**src/rtl/item_pickup_tracker_if.sv**
```systemverilog
// Bus between position logic, spawner, score/draw logic and the item pickup tracker.
// The tracker owns the slave side; the game/position logic (or a bench) owns the master side.
interface item_pickup_tracker_if #(
   parameter int N_ITEMS = 4,
   parameter int CTR_W   = 8
);
   logic                  game_restart;
   logic [11:0]           jerry_x;
   logic [11:0]           jerry_y;
   logic [12*N_ITEMS-1:0] item_x;
   logic [12*N_ITEMS-1:0] item_y;
   logic [N_ITEMS-1:0]    item_valid;
   logic [N_ITEMS-1:0]    respawn_ack;
   logic [N_ITEMS-1:0]    taken_pulse;
   logic [N_ITEMS-1:0]    respawn_req;
   logic [CTR_W-1:0]      item_ctr;
   logic                  goal_reached;

   modport master (
      output game_restart, jerry_x, jerry_y, item_x, item_y, item_valid, respawn_ack,
      input  taken_pulse, respawn_req, item_ctr, goal_reached
   );

   modport slave (
      input  game_restart, jerry_x, jerry_y, item_x, item_y, item_valid, respawn_ack,
      output taken_pulse, respawn_req, item_ctr, goal_reached
   );
endinterface

```
**src/rtl/item_pickup_tracker.sv**
```systemverilog
// Multi-channel pickup detector: per-item dwell filter, taken pulse, respawn handshake, wrapping score.
// Optional feature macro PICKUP_DWELL_HOLD_EN: lost overlap in DWELL keeps progress instead of restarting.
module item_pickup_tracker #(
   parameter int N_ITEMS      = 4,
   parameter int DWELL_CYCLES = 10000,
   parameter int GOAL         = 10,
   parameter int CTR_W        = 8,
   parameter int ITEM_W       = 20,
   parameter int ITEM_H       = 18,
   parameter int JERRY_W      = 30,
   parameter int JERRY_H      = 30,
   parameter int MARGIN       = 5
) (
   input logic                  clk,
   input logic                  rst,
   item_pickup_tracker_if.slave bus
);
   localparam int DW_W = $clog2(DWELL_CYCLES);
   localparam logic [DW_W-1:0]  DWELL_LAST = DW_W'(DWELL_CYCLES - 1);
   localparam logic [CTR_W:0]   GOAL_V     = (CTR_W+1)'(GOAL);

   typedef enum logic [1:0] {IDLE, DWELL, TAKEN, RESPAWN} state_t;

   state_t             state_q [N_ITEMS];
   state_t             state_d [N_ITEMS];
   logic [DW_W-1:0]    dwell_q [N_ITEMS];
   logic [DW_W-1:0]    dwell_d [N_ITEMS];
   logic [N_ITEMS-1:0] overlap;
   logic [N_ITEMS-1:0] taken_q, taken_d;
   logic [N_ITEMS-1:0] req_q, req_d;
   logic [CTR_W-1:0]   ctr_q, ctr_d;
   logic               goal_q, goal_d;
   logic [CTR_W:0]     sum;

   // Strict box intersection against the shrunk item box; touching edges do not count.
   always_comb begin
      overlap = '0;
      for (int i = 0; i < N_ITEMS; i++) begin
         overlap[i] =
            ({1'b0, bus.jerry_x} < {1'b0, bus.item_x[12*i +: 12]} + 13'(ITEM_W - MARGIN)) &&
            ({1'b0, bus.jerry_x} + 13'(JERRY_W) > {1'b0, bus.item_x[12*i +: 12]} + 13'(MARGIN)) &&
            ({1'b0, bus.jerry_y} < {1'b0, bus.item_y[12*i +: 12]} + 13'(ITEM_H - MARGIN)) &&
            ({1'b0, bus.jerry_y} + 13'(JERRY_H) > {1'b0, bus.item_y[12*i +: 12]} + 13'(MARGIN));
      end
   end

   always_comb begin
      sum = {1'b0, ctr_q};
      for (int i = 0; i < N_ITEMS; i++) begin
         state_d[i] = state_q[i];
         dwell_d[i] = dwell_q[i];
         case (state_q[i])
            IDLE: begin
               if (bus.item_valid[i] && overlap[i]) begin
                  state_d[i] = DWELL;
                  dwell_d[i] = DW_W'(1);
               end else begin
                  dwell_d[i] = '0;
               end
            end
            DWELL: begin
               if (!bus.item_valid[i]) begin
                  state_d[i] = IDLE;
                  dwell_d[i] = '0;
               end else if (overlap[i]) begin
                  if (dwell_q[i] == DWELL_LAST) begin
                     state_d[i] = TAKEN;
                     dwell_d[i] = '0;
                  end else begin
                     dwell_d[i] = dwell_q[i] + DW_W'(1);
                  end
               end else begin
`ifdef PICKUP_DWELL_HOLD_EN
                  state_d[i] = DWELL;
                  dwell_d[i] = dwell_q[i];
`else
                  state_d[i] = IDLE;
                  dwell_d[i] = '0;
`endif
               end
            end
            TAKEN: begin
               state_d[i] = RESPAWN;
               dwell_d[i] = '0;
            end
            RESPAWN: begin
               if (bus.respawn_ack[i]) begin
                  state_d[i] = IDLE;
               end
               dwell_d[i] = '0;
            end
            default: begin
               state_d[i] = IDLE;
               dwell_d[i] = '0;
            end
         endcase
         taken_d[i] = (state_d[i] == TAKEN);
         req_d[i]   = (state_d[i] == RESPAWN);
         sum        = sum + (CTR_W+1)'(taken_d[i]);
      end

      // Every simultaneous take is summed before the wrap so none is lost.
      if (sum >= GOAL_V) begin
         ctr_d  = CTR_W'(sum - GOAL_V);
         goal_d = 1'b1;
      end else begin
         ctr_d  = CTR_W'(sum);
         goal_d = 1'b0;
      end
   end

   always_ff @(posedge clk) begin
      if (rst || bus.game_restart) begin
         for (int i = 0; i < N_ITEMS; i++) begin
            state_q[i] <= IDLE;
            dwell_q[i] <= '0;
         end
         taken_q <= '0;
         req_q   <= '0;
         ctr_q   <= '0;
         goal_q  <= 1'b0;
      end else begin
         for (int i = 0; i < N_ITEMS; i++) begin
            state_q[i] <= state_d[i];
            dwell_q[i] <= dwell_d[i];
         end
         taken_q <= taken_d;
         req_q   <= req_d;
         ctr_q   <= ctr_d;
         goal_q  <= goal_d;
      end
   end

   assign bus.taken_pulse  = taken_q;
   assign bus.respawn_req  = req_q;
   assign bus.item_ctr     = ctr_q;
   assign bus.goal_reached = goal_q;

endmodule

```
**src/flat_wrapper.sv**
```systemverilog
// flat-port wrapper written by rule: the top's interface ports become plain ports
module item_pickup_tracker_flat 
#(
   parameter int N_ITEMS      = 4,
   parameter int DWELL_CYCLES = 10000,
   parameter int GOAL         = 10,
   parameter int CTR_W        = 8,
   parameter int ITEM_W       = 20,
   parameter int ITEM_H       = 18,
   parameter int JERRY_W      = 30,
   parameter int JERRY_H      = 30,
   parameter int MARGIN       = 5
)
  (clk, rst, bus_game_restart, bus_jerry_x, bus_jerry_y, bus_item_x, bus_item_y, bus_item_valid, bus_respawn_ack, bus_taken_pulse, bus_respawn_req, bus_item_ctr, bus_goal_reached);
  item_pickup_tracker_if #(.N_ITEMS(N_ITEMS), .CTR_W(CTR_W)) bus_i ();
  input logic clk;
  input logic rst;
  input wire logic [$bits(bus_i.game_restart)-1:0] bus_game_restart;
  input wire logic [$bits(bus_i.jerry_x)-1:0] bus_jerry_x;
  input wire logic [$bits(bus_i.jerry_y)-1:0] bus_jerry_y;
  input wire logic [$bits(bus_i.item_x)-1:0] bus_item_x;
  input wire logic [$bits(bus_i.item_y)-1:0] bus_item_y;
  input wire logic [$bits(bus_i.item_valid)-1:0] bus_item_valid;
  input wire logic [$bits(bus_i.respawn_ack)-1:0] bus_respawn_ack;
  output wire logic [$bits(bus_i.taken_pulse)-1:0] bus_taken_pulse;
  output wire logic [$bits(bus_i.respawn_req)-1:0] bus_respawn_req;
  output wire logic [$bits(bus_i.item_ctr)-1:0] bus_item_ctr;
  output wire logic [$bits(bus_i.goal_reached)-1:0] bus_goal_reached;
  assign bus_i.game_restart = bus_game_restart;
  assign bus_i.jerry_x = bus_jerry_x;
  assign bus_i.jerry_y = bus_jerry_y;
  assign bus_i.item_x = bus_item_x;
  assign bus_i.item_y = bus_item_y;
  assign bus_i.item_valid = bus_item_valid;
  assign bus_i.respawn_ack = bus_respawn_ack;
  assign bus_taken_pulse = bus_i.taken_pulse;
  assign bus_respawn_req = bus_i.respawn_req;
  assign bus_item_ctr = bus_i.item_ctr;
  assign bus_goal_reached = bus_i.goal_reached;
  item_pickup_tracker #(.N_ITEMS(N_ITEMS), .DWELL_CYCLES(DWELL_CYCLES), .GOAL(GOAL), .CTR_W(CTR_W), .ITEM_W(ITEM_W), .ITEM_H(ITEM_H), .JERRY_W(JERRY_W), .JERRY_H(JERRY_H), .MARGIN(MARGIN)) u_core (.clk(clk), .rst(rst), .bus(bus_i));
endmodule
```
**config.mk**
```make
export PLATFORM = sky130hd
export DESIGN_NAME = item_pickup_tracker_flat
export DESIGN_NICKNAME = d
export VERILOG_FILES = /design/src/rtl/item_pickup_tracker_if.sv /design/src/rtl/item_pickup_tracker.sv /design/src/flat_wrapper.sv
export SDC_FILE = /design/constraint.sdc
export NUM_CORES = 1
export LEC_CHECK = 0
export BUFFER_PORTS_ARGS = -buffer_cell sky130_fd_sc_hd__clkbuf_2
export CORE_ASPECT_RATIO = 0.8
export CORE_UTILIZATION = 33
export DETAILED_ROUTE_END_ITERATION = 6
export GPL_ROUTABILITY_DRIVEN = 0
export SETUP_SLACK_MARGIN = 0.15
export SKIP_LAST_GASP = 1
export SLEW_MARGIN = 20
export SYNTH_ARGS = -nofsm -noshare
export SYNTH_HDL_FRONTEND = slang
export SYNTH_SLANG_ARGS = --single-unit
```
**constraint.sdc**
```tcl
create_clock -name clk -period 5.1 [get_ports clk]
set_input_delay 0.255 -clock clk [delete_from_list [all_inputs] [get_ports clk]]
set_output_delay 0.255 -clock clk [all_outputs]
set_load 0.05 [all_outputs]
```
Word level (Yosys, flattened, before mapping)
Memory sizes are Yosys's and may differ from the RTL's.
Cells that the tools add are included.
{ "totals": {"rom_bits": 0, "register_bits": 17, "latch_bits": 0, "n_memories": 2, "ram_bits": 64, "out_inout_bits": 17} }
{ "classes": {"mux": 57, "div_mod_pow": 0, "add_sub_neg": 27, "n_bitwise": 8, "n_eq_ne": 24, "shift": 0, "order_cmp": 17, "mul": 0, "n_reduce_logical": 25} }
{ "memory_table": {"columns": ["name", "words", "word_bits", "read_ports", "rd_clocked_by_memory_dff", "write_ports", "line_no", "rtl"], "rows": [
  ["u_core.dwell_q", 4, 14, 4, 0, 4, "item_pickup_tracker.sv:26", "logic [DW_W-1:0] dwell_q [N_ITEMS];"],
  ["u_core.state_q", 4, 2, 4, 0, 4, "item_pickup_tracker.sv:24", "state_t state_q [N_ITEMS];"]
]} }
{ "ops": {"columns": ["operator", "count"], "rows": [
  ["14-bit two-way mux", 16],
  ["14-bit case mux with 3 select lines", 4],
  ["12-bit by 3-bit adder with 13-bit output, second input constant", 8],
  ["12-bit by 4-bit adder with 13-bit output, second input constant", 8],
  ["13-bit > comparator", 8],
  ["12-bit by 13-bit < comparator with 1-bit output", 8],
  ["14-bit by 1-bit adder with 14-bit output, second input constant", 4],
  ["14-bit equality test, second input constant", 4],
  ["2-bit two-way mux", 24],
  ["2-bit equality test, second input constant", 16],
  ["2-bit case mux with 4 select lines", 4],
  ["9-bit by 1-bit adder with 9-bit output", 3],
  ["12-bit by 5-bit adder with 13-bit output, second input constant", 2],
  ["1-bit logical AND", 16],
  ["8-bit by 1-bit adder with 9-bit output", 1],
  ["9-bit by 4-bit greater-or-equal comparator with 1-bit output, second input constant", 1],
  ["2-bit by 1-bit equality test with 1-bit output, second input constant", 4],
  ["2-bit logical NOT", 4],
  ["1-bit two-way mux", 8],
  ["8-bit two-way mux", 1],
  ["1-bit bitwise OR", 8],
  ["2-bit OR reduction", 4],
  ["8-bit by 4-bit subtractor with 8-bit output, second input constant", 1],
  ["1-bit logical OR", 1]
]} }

Logic depth before layout (Yosys ltp)
Gate-level depths: netlist (run 1).
{ "logic_depth": {"ltp_word": 15, "depth_mapped": 27, "mapped_depth_nobuf": 27} }

Worst setup path after synthesis (run 1)
Ideal clock, no wire load.
{ "synth_path": {"path_kind": "input -> register", "startpoint": "input bus_item_x[16]", "endpoint": "register u_core.ctr_q[2] (netlist: u_core.bus.item_ctr[2])", "setup_time_ns": 0.065, "slack_ns": -0.407, "path_stages": 23, "required_ns": 5.035, "t_arrival_ns": 5.442, "n_path_buf": 1, "path_cell_list": "buf_2 > nand3_2 > nor3b_1 > nand3_1 > xor2_1 > ha_1 > nand3b_1 > or4_1 > a31oi_1 > nor3_1 > a22oi_1 > nand4bb_1 > or2_2 > fa_1 > inv_1 > fa_1 > inv_1 > fa_1 > ha_1 > o211a_1 > nand3_1 > mux2_2 > nor2_1"} }
{ "synth_between": {"elab_chain_len": 14, "elab_cells_between_ends": 19, "cone_classes": "add/sub (6); order compare (3); eq/ne (1); mux (5); reduce/logical (4)"} }
{ "synth_lines": {"columns": ["item", "line_no", "rtl"], "rows": [
  ["from (decl)", "flat_wrapper.sv:21", "input wire logic [$bits(bus_i.item_x)-1:0] bus_item_x;"],
  ["12-bit by 4-bit adder with 13-bit output or 12-bit by 3-bit adder with 13-bit output (tied branches)", "item_pickup_tracker.sv:40, item_pickup_tracker.sv:41", null],
  ["12-bit by 13-bit < comparator with 1-bit output or 13-bit > comparator (tied branches)", "item_pickup_tracker.sv:40, item_pickup_tracker.sv:41", null],
  ["1-bit logical AND *", "item_pickup_tracker.sv:40", "({1'b0, bus.jerry_x} < {1'b0, bus.item_x[12*i +: 12]} + 13'(ITEM_W - MARGIN)) &&"],
  ["1-bit logical AND *", "item_pickup_tracker.sv:41", "({1'b0, bus.jerry_x} + 13'(JERRY_W) > {1'b0, bus.item_x[12*i +: 12]} + 13'(MARGIN)) &&"],
  ["1-bit logical AND *", "item_pickup_tracker.sv:42", "({1'b0, bus.jerry_y} < {1'b0, bus.item_y[12*i +: 12]} + 13'(ITEM_H - MARGIN)) &&"],
  ["2-bit two-way mux or 1-bit logical AND (tied branches)", "item_pickup_tracker.sv:65, item_pickup_tracker.sv:54", null],
  ["2-bit two-way mux (on tied branches)", "item_pickup_tracker.sv:62, item_pickup_tracker.sv:54", null],
  ["2-bit case mux with 4 select lines *", "item_pickup_tracker.sv:52", "case (state_q[i])"],
  ["2-bit equality test *", "item_pickup_tracker.sv:97", "taken_d[i] = (state_d[i] == TAKEN);"],
  ["9-bit by 1-bit adder with 9-bit output * (3 in series)", "item_pickup_tracker.sv:99", "sum = sum + (CTR_W+1)'(taken_d[i]);"],
  ["8-bit by 4-bit subtractor with 8-bit output or 9-bit by 4-bit greater-or-equal comparator with 1-bit output (tied branches)", "item_pickup_tracker.sv:104, item_pickup_tracker.sv:103", null],
  ["8-bit two-way mux *", "item_pickup_tracker.sv:103", "if (sum >= GOAL_V) begin"],
  ["to (signal assigned)", "item_pickup_tracker.sv:129", "ctr_q <= ctr_d;"],
  ["to (decl)", "item_pickup_tracker.sv:31", "logic [CTR_W-1:0] ctr_q, ctr_d;"]
]} }
Mark *: on every way between the ends. The rest lies on a longest branch, timed or not.
A chain may end at the register's enable or synchronous reset.

Worst setup path in the final report (run 1)
{ "layout_path": {"startpoint": "input bus_item_y[0]", "endpoint": "register u_core.ctr_q[2] (netlist: u_core.bus.item_ctr[2])"} }
{ "layout_between": {"elab_chain_len": 14, "elab_cells_between_ends": 19, "cone_classes": "add/sub (7); order compare (3); eq/ne (1); mux (5); reduce/logical (3)"} }
{ "layout_lines": {"columns": ["item", "line_no", "rtl"], "rows": [
  ["from (decl)", "flat_wrapper.sv:22", "input wire logic [$bits(bus_i.item_y)-1:0] bus_item_y;"],
  ["12-bit by 4-bit adder with 13-bit output", "item_pickup_tracker.sv:42", null],
  ["12-bit by 13-bit < comparator with 1-bit output", "item_pickup_tracker.sv:42", null],
  ["1-bit logical AND", "item_pickup_tracker.sv:41", null],
  ["1-bit logical AND *", "item_pickup_tracker.sv:42", null],
  ["2-bit two-way mux or 1-bit logical AND (tied branches)", "item_pickup_tracker.sv:65, item_pickup_tracker.sv:54", null],
  ["2-bit two-way mux (on tied branches)", "item_pickup_tracker.sv:62, item_pickup_tracker.sv:54", null],
  ["2-bit case mux with 4 select lines *", "item_pickup_tracker.sv:52", null],
  ["2-bit equality test *", "item_pickup_tracker.sv:97", null],
  ["8-bit by 1-bit adder with 9-bit output *", "item_pickup_tracker.sv:99", null],
  ["9-bit by 1-bit adder with 9-bit output * (3 in series)", "item_pickup_tracker.sv:99", null],
  ["8-bit by 4-bit subtractor with 8-bit output or 9-bit by 4-bit greater-or-equal comparator with 1-bit output (tied branches)", "item_pickup_tracker.sv:104, item_pickup_tracker.sv:103", null],
  ["8-bit two-way mux *", "item_pickup_tracker.sv:103", null]
]} }
Marks and branches as above.

==> results of run 1 <==
layout make-up:
| type | count | area, um2 | area share |
|---|---|---|---|
| Tap cell | 434 | 543.0 | 0.03644 |
| Sequential cell | 81 | 1622 | 0.1088 |
| Timing Repair Buffer | 399 | 2644 | 0.1774 |
| Inverter | 59 | 221.5 | 0.01486 |
| Clock buffer | 11 | 232.7 | 0.01562 |
| Clock inverter | 5 | 80.08 | 0.005374 |
| Multi-Input combinational cell | 1232 | 9558 | 0.6414 |
synthesized netlist by cell type (8+ instances only):
cell type,n
nor2b_1,22
nor3b_1,10
a211oi_1,13
a21oi_1,48
o21ai_0,46
nand2_1,102
nor3_1,36
or4_1,8
nor2_1,137
nand3_1,71
xnor2_1,111
dfxtp_1,81
o21a_1,19
xor2_1,118
or2_2,10
nand2b_1,23
o31ai_1,9
nand4_1,38
clkbuf_1,22
inv_1,58
and3_1,28
a21o_1,18
ha_1,201
nor4_1,16
o211ai_1,8
kinds of logic (layout without fill, tap and decap cells):
logic type	Yosys count	count (layout)
multiplexers	3	3
flip-flops	81	81
AND/OR/NAND/NOR	564	564
XOR/XNOR	229	229
buffers and inverters	95	474
adder cells (fa/ha/maj)	208	208
AO/OA/AOI/OAI	228	228
where the power goes:
| part | total [mW] | internal [mW] | switching (mW) |
|---|---|---|---|
| registers | 0.635 | 0.634 | 0.00115 |
| logic | 1.06 | 0.501 | 0.556 |
| clock network | 0.679 | 0.428 | 0.251 |
tightest hold or removal path, cell delays in order:
cell and delay [ns]:
clkbuf_2 0.10, nand2_1 0.05, o21ai_0 0.06, a211oi_1 0.07
metal layers:
metal / GRT usage / vias up / wire length, um
li1: - / 5838 / -
met1: 0.2768 / 5318 / 17300
met2: 0.3398 / 259 / 15960
met3: 0.02044 / 47 / 1639
met4: 0.04895 / 0 / 816
met5: 0 / - / 0
per-stage QoR:
step,std cells,area (um2),TNS (ns),worst slack (ns)
finish,2221,14900,-0.2858,-0.09812
global route,2221,14900,-2.017,-0.3213
CTS,2219,14760,-0.009997,-0.006307
detailed placement,2195,14290,-3.580,-0.5511
global placement,2195,14290,-3.548,-0.5491
floorplan,1408,11370,0,0.03937
worst paths after layout:
kind | endpoint | slack, ns | startpoint
worst min-delay path | u_core.state_q[1][0] | 0.26 | bus_respawn_ack[1]
worst min register to register | u_core.state_q[0][0] | 0.51 | u_core.state_q[0][0]
worst max-delay path | u_core.bus.item_ctr[2] | -0.1 | bus_item_y[0]
worst max register to register | u_core.bus.item_ctr[2] | 0.53 | u_core.dwell_q[0][18]
registers in the layout, indices dropped and copies added, names as in the netlist:
signal / count
u_core.bus.respawn_req: 4
u_core.dwell_q: 56
u_core.bus.taken_pulse: 4
u_core.bus.goal_reached: 1
u_core.state_q: 8
u_core.bus.item_ctr: 8
timing repair:
item                       4_1_cts  5_1_grt
buffers inserted                 8        2
resized for setup               19       30
pin swaps                       11       13
hold buffers                     0        0
setup endpoints to repair        8        8
==> flow_summary.ini, run 1 <==
[timing]
finalHoldViolations = 0
hold_slack_ns = 0.2577
fin_ws_ns = -0.09812
slew_headroom = 0.5547
period_share = 1.019
finalClockSkew_ns = 0.008576
rsz0062_at_grt = yes
worst_slew_pin_slew_ns = 0.6618
setup_viol = 6
slew_violations = 0
fmax_mhz = 192.4
fin_crit_ns = 5.198

[worst_setup_path]
crit_type = in -> reg
crit_arrival_ns = 5.47
cp_slowest_cell = or4_4
path_delay_family = simple AND/OR/NAND/NOR gates
critPathMaxFanout = 6
path_buf_inv = 3
worstPathRequired_ns = 5.37
worstSetupEndpointType = flop
r2r_cells = 16
worst-path-stages = 25
crit_path_max_incr_delay_ns = 0.55
worstSetupStartpointType = input port

[drt]
drtAntennaViolNets = 0
drt_iter0_markers = 622
via_count = 11460
drt_pre_antenna_iters = 5
finalWirelength_mm = 35.72
via_per_inst = 5.161
drc = 0
routedWlPerCell_um = 16.08

[final_layout]
mostFrequentLayoutCells = buf_4, ha_1, clkbuf_2
antenna_cells = 0
fillers = 3352
final_common_cell = buf_4
fin_util = 0.4430
area_growth_pct = 32.34
nets = 2117
post_route_cells_drive_above_1_share = 0.2820

[global_routing]
grt_pass1_vias = 11390
grt_overflow = 0
grt_max_degree = 17
grt_pass1_wl_mm = 57.19
grt_antenna_before_repair = 0
grt_use_total = 0.2024

[logic_synthesis]
syn_inst = 1408
synth_top_cell_by_area = ha_1
synthArstFlopShare = 0
synth-seq-cells = 81
yosys_warnings = 0
syn-cell-area_um2 = 11260
ys.flop_type = dfxtp_1
synth_adder_area_share = 0.2324
synth_area_leaders = ha_1, dfxtp_1, xor2_1, xnor2_1, nor2_1
yosys.area_share.xor_xnor = 0.1781
synth.top_cell.area_share = 0.2234
yosysSeqAreaShare = 0.1440
synth_mux_area_frac = 0.002889
synth_nets = 1743
avgSynthCellArea_um2 = 7.997
synth_top_family_by_area = simple AND/OR/NAND/NOR gates
synth_cell_types = 82
synthSimpleGateAreaFrac = 0.2678
synth_edf_count = 0
synth_compound_area_frac = 0.1402

[placed_design]
post-dp-hpwl_mm = 29.83
io_buffers = 147

[floorplan]
fp.coreArea_um2 = 33630
io_pins = 148
initial_utilization = 0.3348
die_x_um = 208.5
rows = 60
die_y_um = 167.2
die_area_um2 = 34870

[run]
max_cap_violations = 0

[cts]
cts_buffer_depth = 2
cts_buffers = 9
clk_pin_slew_ns = 0.06
root_buffer = clkbuf_16
cts_max_level = 3
numClockSinks = 81
cts_tree = done
clock_latency_ns = 0.34

[status]
status = finished, violations left
violations = negative setup slack

[hold_path]
hold_depth = 4
hp-class = in -> reg

[pwr]
ir_drop_mv = 0.1459
p_total_mw = 2.370
p_per_area_nw_per_um2 = 159.0
leakage_nw = 6.677
Note: power is estimated with default switching activity, not from simulation.
==> inputs of run 2 (changes only) <==
Clock period 5.1 ns to 4.7 ns, I/O delays scaled along.
==> run 2 against run 1 <==
Compared with the run above: the run still ends with negative setup slack left; worst hold slack worse by 0.058 ns; routed wire length is 2.0% higher; final cell count is 4.8% higher; critical path depth is 1 higher; setup slack worse by 0.41 ns; first-iteration DRC count is 0.64% lower; clock skew is 0.0016 ns lower; die area stayed put; global-route usage is 0.32 points higher; critical path type unchanged; largest cell class unchanged; largest power group unchanged.
==> flow_summary.ini, run 2 (synthesis results as in run 1) <==
[status]
status = finished, violations left
violations = negative setup slack

[timing]
finalHoldViolations = 0
finalClockSkew_ns = 0.006983
fin_ws_ns = -0.5122
period_share = 1.109
worst_slew_pin_slew_ns = 0.9982
setup_viol = 8
slew_violations = 0
rsz0062_at_grt = yes
fin_crit_ns = 5.212
slew_headroom = 0.3258
fmax_mhz = 191.9

[pwr]
p_sw_mw = 0.9112
p_sw_frac = 0.3395
clkPwrFrac = 0.280
p_per_area_nw_per_um2 = 168.8
pwr-share-seq = 0.257
p_total_mw = 2.684
p_int_mw = 1.773
combPwrFrac = 0.464
ir_drop_mv = 0.2036
leakage_nw = 7.224

[final_layout]
multi_input_area_um2 = 9714
post_route_cells_drive_above_1_share = 0.3358
largest-register = u_core.dwell_q
largest_reg_flops = 56
seqCellArea_um2 = 1622
area_growth_pct = 41.27
nets = 2221
final_common_cell = buf_4
fin_util = 0.4730
mostFrequentLayoutCells = buf_4, ha_1, clkbuf_2
fillers = 3302

[drt]
drtAntennaViolNets = 0
drt_iter0_markers = 618
via_count = 11930
finalWirelength_mm = 36.42
via_per_inst = 5.125
drt_pre_antenna_iters = 5
drc = 0
routedWlPerCell_um = 15.65

[placed_design]
place_ws_ns = -0.9449
io_buffers = 147
post-dp-hpwl_mm = 30.38

[cts]
numClockSinks = 81
cts_tree = done
cts_buffers = 9
clock_latency_ns = 0.34
cts_buffer_depth = 2
clk_pin_slew_ns = 0.06
cts_max_level = 3
cts_hold_buffers = 0
root_buffer = clkbuf_16

[global_routing]
grt_antenna_before_repair = 3
grt_pass1_wl_mm = 57.92
grt_overflow = 0
grt_use_total = 0.2056
grt_max_degree = 17
grt_pass1_vias = 11550

[worst_setup_path]
r2r_cells = 18
critPathMaxFanout = 5
crit_start = bus_item_y[5]
crit_arrival_ns = 5.42
crit_type = in -> reg
r2r_end = u_core.bus.item_ctr[4]
worstPathRequired_ns = 4.91
worstSetupStartpointType = input port
ff2ff_setup_slack_ns = 0.16
reg2reg_from = u_core.dwell_q[0][18]
worstSetupEndpointType = flop

[floorplan]
die_x_um = 208.5
io_pins = 148
fp.coreArea_um2 = 33630
die_area_um2 = 34870
rows = 60
initial_utilization = 0.3348
die_y_um = 167.2

[hold_path]
hold_depth = 4
min_from = bus_respawn_ack[1]
hp-class = in -> reg
holdPathEnd = u_core.state_q[1][0]

[run]
max_cap_violations = 0
## run 2: area by class of cell
| type | instances | area share |
|---|---|---|
| multi-input combinational | 1232 | 0.6107 |
| timing repair buffer | 503 | 0.2188 |
| sequential | 81 | 0.1019 |
| tap | 434 | 0.03414 |
| clock buffer | 9 | 0.01416 |
| inverter | 59 | 0.01392 |
| clock inverter | 7 | 0.005899 |
| antenna | 3 | 0.0004720 |
## run 2: worst max-delay path, cell delays in order
cell,delay [ns]
buf_8,0.07
nand4_1,0.20
nor2_4,0.22
nand3_2,0.09
xor2_1,0.17
ha_1,0.33
a21oi_2,0.16
nor2b_2,0.05
or4_4,0.55
a221oi_2,0.24
nor4b_4,0.38
nand4b_1,0.17
fa_1,0.45
inv_1,0.08
fa_2,0.20
inv_2,0.05
fa_2,0.38
and3b_2,0.28
nand3_2,0.10
xor2_2,0.20
o211a_1,0.23
nand3_4,0.12
buf_4,0.18
nand2_1,0.06
xnor2_1,0.13
nor2_1,0.08
## run 2: per-layer routing
metal | vias up | GRT usage | share of wire
li1 | 6060 | - | -
met1 | 5586 | 0.2851 | 0.49
met2 | 242 | 0.3419 | 0.45
met3 | 44 | 0.01744 | 0.035
met4 | 0 | 0.05153 | 0.021
met5 | - | 0 | 0
## run 2: worst max path at each step
stage	end	slack, ns	cells after the start
CTS	u_core.bus.item_ctr[5]	-0.42	25
global placement	u_core.bus.item_ctr[5]	-0.80	27
floorplan	u_core.bus.item_ctr[2]	-0.34	23
detailed placement	u_core.bus.item_ctr[5]	-0.94	26
global route	u_core.bus.item_ctr[4]	-0.77	26
finish	u_core.bus.item_ctr[4]	-0.51	26
## run 2: power by group through the flow
stage	clock, mW	sequential (mW)	combinational (mW)
CTS	0.772	0.688	1.19
finish	0.751	0.689	1.24
floorplan	0	0.703	0.621
detailed placement	0	0.704	1.17
global route	0.807	0.688	1.38
global placement	0	0.704	1.14
## run 2: stage by stage
step                cells  hold WS, ns  cell area (um2)  setup TNS [ns]
floorplan            1408       0.4394            11370          -1.871
global placement     2296       0.4914            15060          -5.531
detailed placement   2296       0.4955            15060          -6.365
CTS                  2319       0.1926            15540          -2.649
global route         2328       0.2233            15910          -5.337
finish               2328       0.1999            15910          -3.263
## run 2: timing repair
| action | in CTS | in global routing |
|---|---|---|
| gates cloned | 0 | 0 |
| pin swaps | 11 | 43 |
| gates resized for setup | 18 | 76 |
| buffers inserted | 7 | 6 |
| setup endpoints to repair | 8 | 8 |
==> inputs of run 3 (changes only) <==
Settings changed: CORE_UTILIZATION 33 to 50, PLACE_DENSITY set to 0.73.
==> run 3 against run 2 <==
Compared with the run above: the flow still finishes with violations (negative setup slack); highest routed layer unchanged; routed wire length is 6.1% lower; fmax grew 1.7%; sequential share of layout area is 0.47 points higher; flip-flop and latch count stayed put; clock-buffer cell count rose by 2; critical path type unchanged; sequential power is essentially flat; clock power shrank 10%; utilization up 22 points; combinational power is 4% lower.
==> flow_summary.ini, run 3 (synthesis results as in run 1) <==
[timing]
rsz0062_at_grt = yes
slew_headroom = 0.3064
slew_violations = 0
setup_viol = 8
finalHoldViolations = 0
fin_ws_ns = -0.4231
fin_crit_ns = 5.123
worst_slew_pin_slew_ns = 1.027
hold_slack_ns = 0.2333
period_share = 1.090
finalClockSkew_ns = 0.007092
fmax_mhz = 195.2

[drt]
via_per_inst = 5.572
drt_pre_antenna_iters = 5
routedWlPerCell_um = 15.95
via_count = 11950
drc = 0
drt_iter0_markers = 743
finalWirelength_mm = 34.21
drtAntennaViolNets = 0

[floorplan]
rows = 48
die_x_um = 169.8
initial_utilization = 0.5165
io_pins = 148
die_y_um = 136.2
fp.coreArea_um2 = 21800
die_area_um2 = 23130

[cts]
clk_pin_slew_ns = 0.06
cts_buffers = 9
cts_tree = done
clock_latency_ns = 0.34
cts_max_level = 3
numClockSinks = 81
root_buffer = clkbuf_16
cts_hold_buffers = 0
cts_buffer_depth = 2

[worst_setup_path]
cp_cell_sequence = buf_8 -> ha_4 -> nor3_4 -> nor2_1 -> xnor2_1 -> ha_1 -> a41oi_2 -> a21oi_2 -> or4_4 -> a221oi_4 -> nor4b_4 -> nand4b_1 -> fa_1 -> inv_2 -> fa_2 -> inv_2 -> fa_2 -> and3b_2 -> nand3_2 -> xor2_2 -> o211a_4 -> nand3_4 -> mux2_4 -> nor2_1
worst-path-stages = 24
cp_slowest_cell = or4_4
path_delay_family = simple AND/OR/NAND/NOR gates
r2r_cells = 16
crit_arrival_ns = 5.40
crit_path_max_incr_delay_ns = 0.50
worstSetupStartpointType = input port
worstSetupEndpointType = flop
critPathMaxFanout = 6
worstPathRequired_ns = 4.98
path_buf_inv = 3
crit_type = in -> reg

[final_layout]
mostFrequentLayoutCells = buf_4, ha_1, clkbuf_2
area_growth_pct = 35.09
seqCellArea_um2 = 1622
final_common_cell = buf_4
post_route_cells_drive_above_1_share = 0.3080
largest-register = u_core.dwell_q
multi_input_area_um2 = 9598
nets = 2174
largest_reg_flops = 56
fillers = 1740

[pwr]
pwr-share-seq = 0.270
leakage_nw = 6.953
p_sw_frac = 0.3498
p_total_mw = 2.552
combPwrFrac = 0.465
p_per_area_nw_per_um2 = 167.8
ir_drop_mv = 0.1654
p_sw_mw = 0.8929
clkPwrFrac = 0.265
p_int_mw = 1.659

[global_routing]
grt_overflow = 0
grt_pass1_vias = 11680
grt_antenna_before_repair = 1
grt_use_total = 0.2944
grt_pass1_wl_mm = 54.87
grt_max_degree = 17

[placed_design]
io_buffers = 147
place_ws_ns = -0.8560
post-dp-hpwl_mm = 28.58

[run]
max_cap_violations = 0

[hold_path]
hold_depth = 3
hp-class = in -> reg

[status]
violations = negative setup slack
status = finished, violations left
[run 3: cell types whose count changed in the layout (fill, tap and decap cells not counted), sizes merged]
cell    change
clkbuf      +6
inv         +1
bufinv      -2
buf        -51
diode       -2
clkinv      -1
[run 3: area by class of cell]
cell class | instances | share of cell area
multi-input combinational | 1232 | 0.6310
timing repair buffer | 456 | 0.2039
sequential | 81 | 0.1066
tap | 300 | 0.02468
clock buffer | 11 | 0.01662
inverter | 59 | 0.01456
clock inverter | 5 | 0.002468
antenna | 1 | 0.0001645
[run 3: worst paths after layout]
| kind | start | to | slack [ns] |
|---|---|---|---|
| setup / recovery | bus_item_y[0] | u_core.bus.item_ctr[2] | -0.42 |
| hold / removal | bus_respawn_ack[1] | u_core.bus.respawn_req[1] | 0.23 |
| setup reg to reg | u_core.dwell_q[0][18] | u_core.bus.item_ctr[2] | 0.29 |
| hold reg to reg | u_core.state_q[2][1] | u_core.bus.respawn_req[2] | 0.51 |
[run 3: worst min-delay path: stages]
cell,delay (ns)
clkbuf_2,0.09
nand2_1,0.05
and3_1,0.16
[run 3: stage by stage]
stage | utilization | cell area (um2) | instances | setup TNS (ns)
after floorplan | - | 11370 | 1408 | -1.871
after global placement | 0.6683 | 14570 | 2119 | -4.704
after detailed placement | 0.6683 | 14570 | 2119 | -6.178
after CTS | 0.6911 | 15070 | 2142 | -1.982
after global routing | 0.6977 | 15210 | 2145 | -4.796
final | 0.6977 | 15210 | 2145 | -2.976
[run 3: repair_timing]
action	CTS	global route
resized for setup	31	31
setup endpoints to repair	8	8
pin swaps	17	20
hold endpoints to repair	0	0
buffers inserted	7	2
[run 3: power groups by stage]
stage	sequential [mW]	combinational [mW]	clock, mW
CTS	0.689	1.15	0.679
finish	0.689	1.19	0.676
global placement	0.704	1.08	0
floorplan	0.703	0.621	0
detailed placement	0.704	1.13	0
global route	0.688	1.31	0.712
[run 3: layer usage]
| metal | GRT usage | part of all wire | vias up |
|---|---|---|---|
| li1 | - | - | 5960 |
| met1 | 0.3875 | 0.47 | 5599 |
| met2 | 0.5057 | 0.46 | 329 |
| met3 | 0.02824 | 0.048 | 63 |
| met4 | 0.09259 | 0.022 | 0 |
| met5 | 0 | 0 | - |
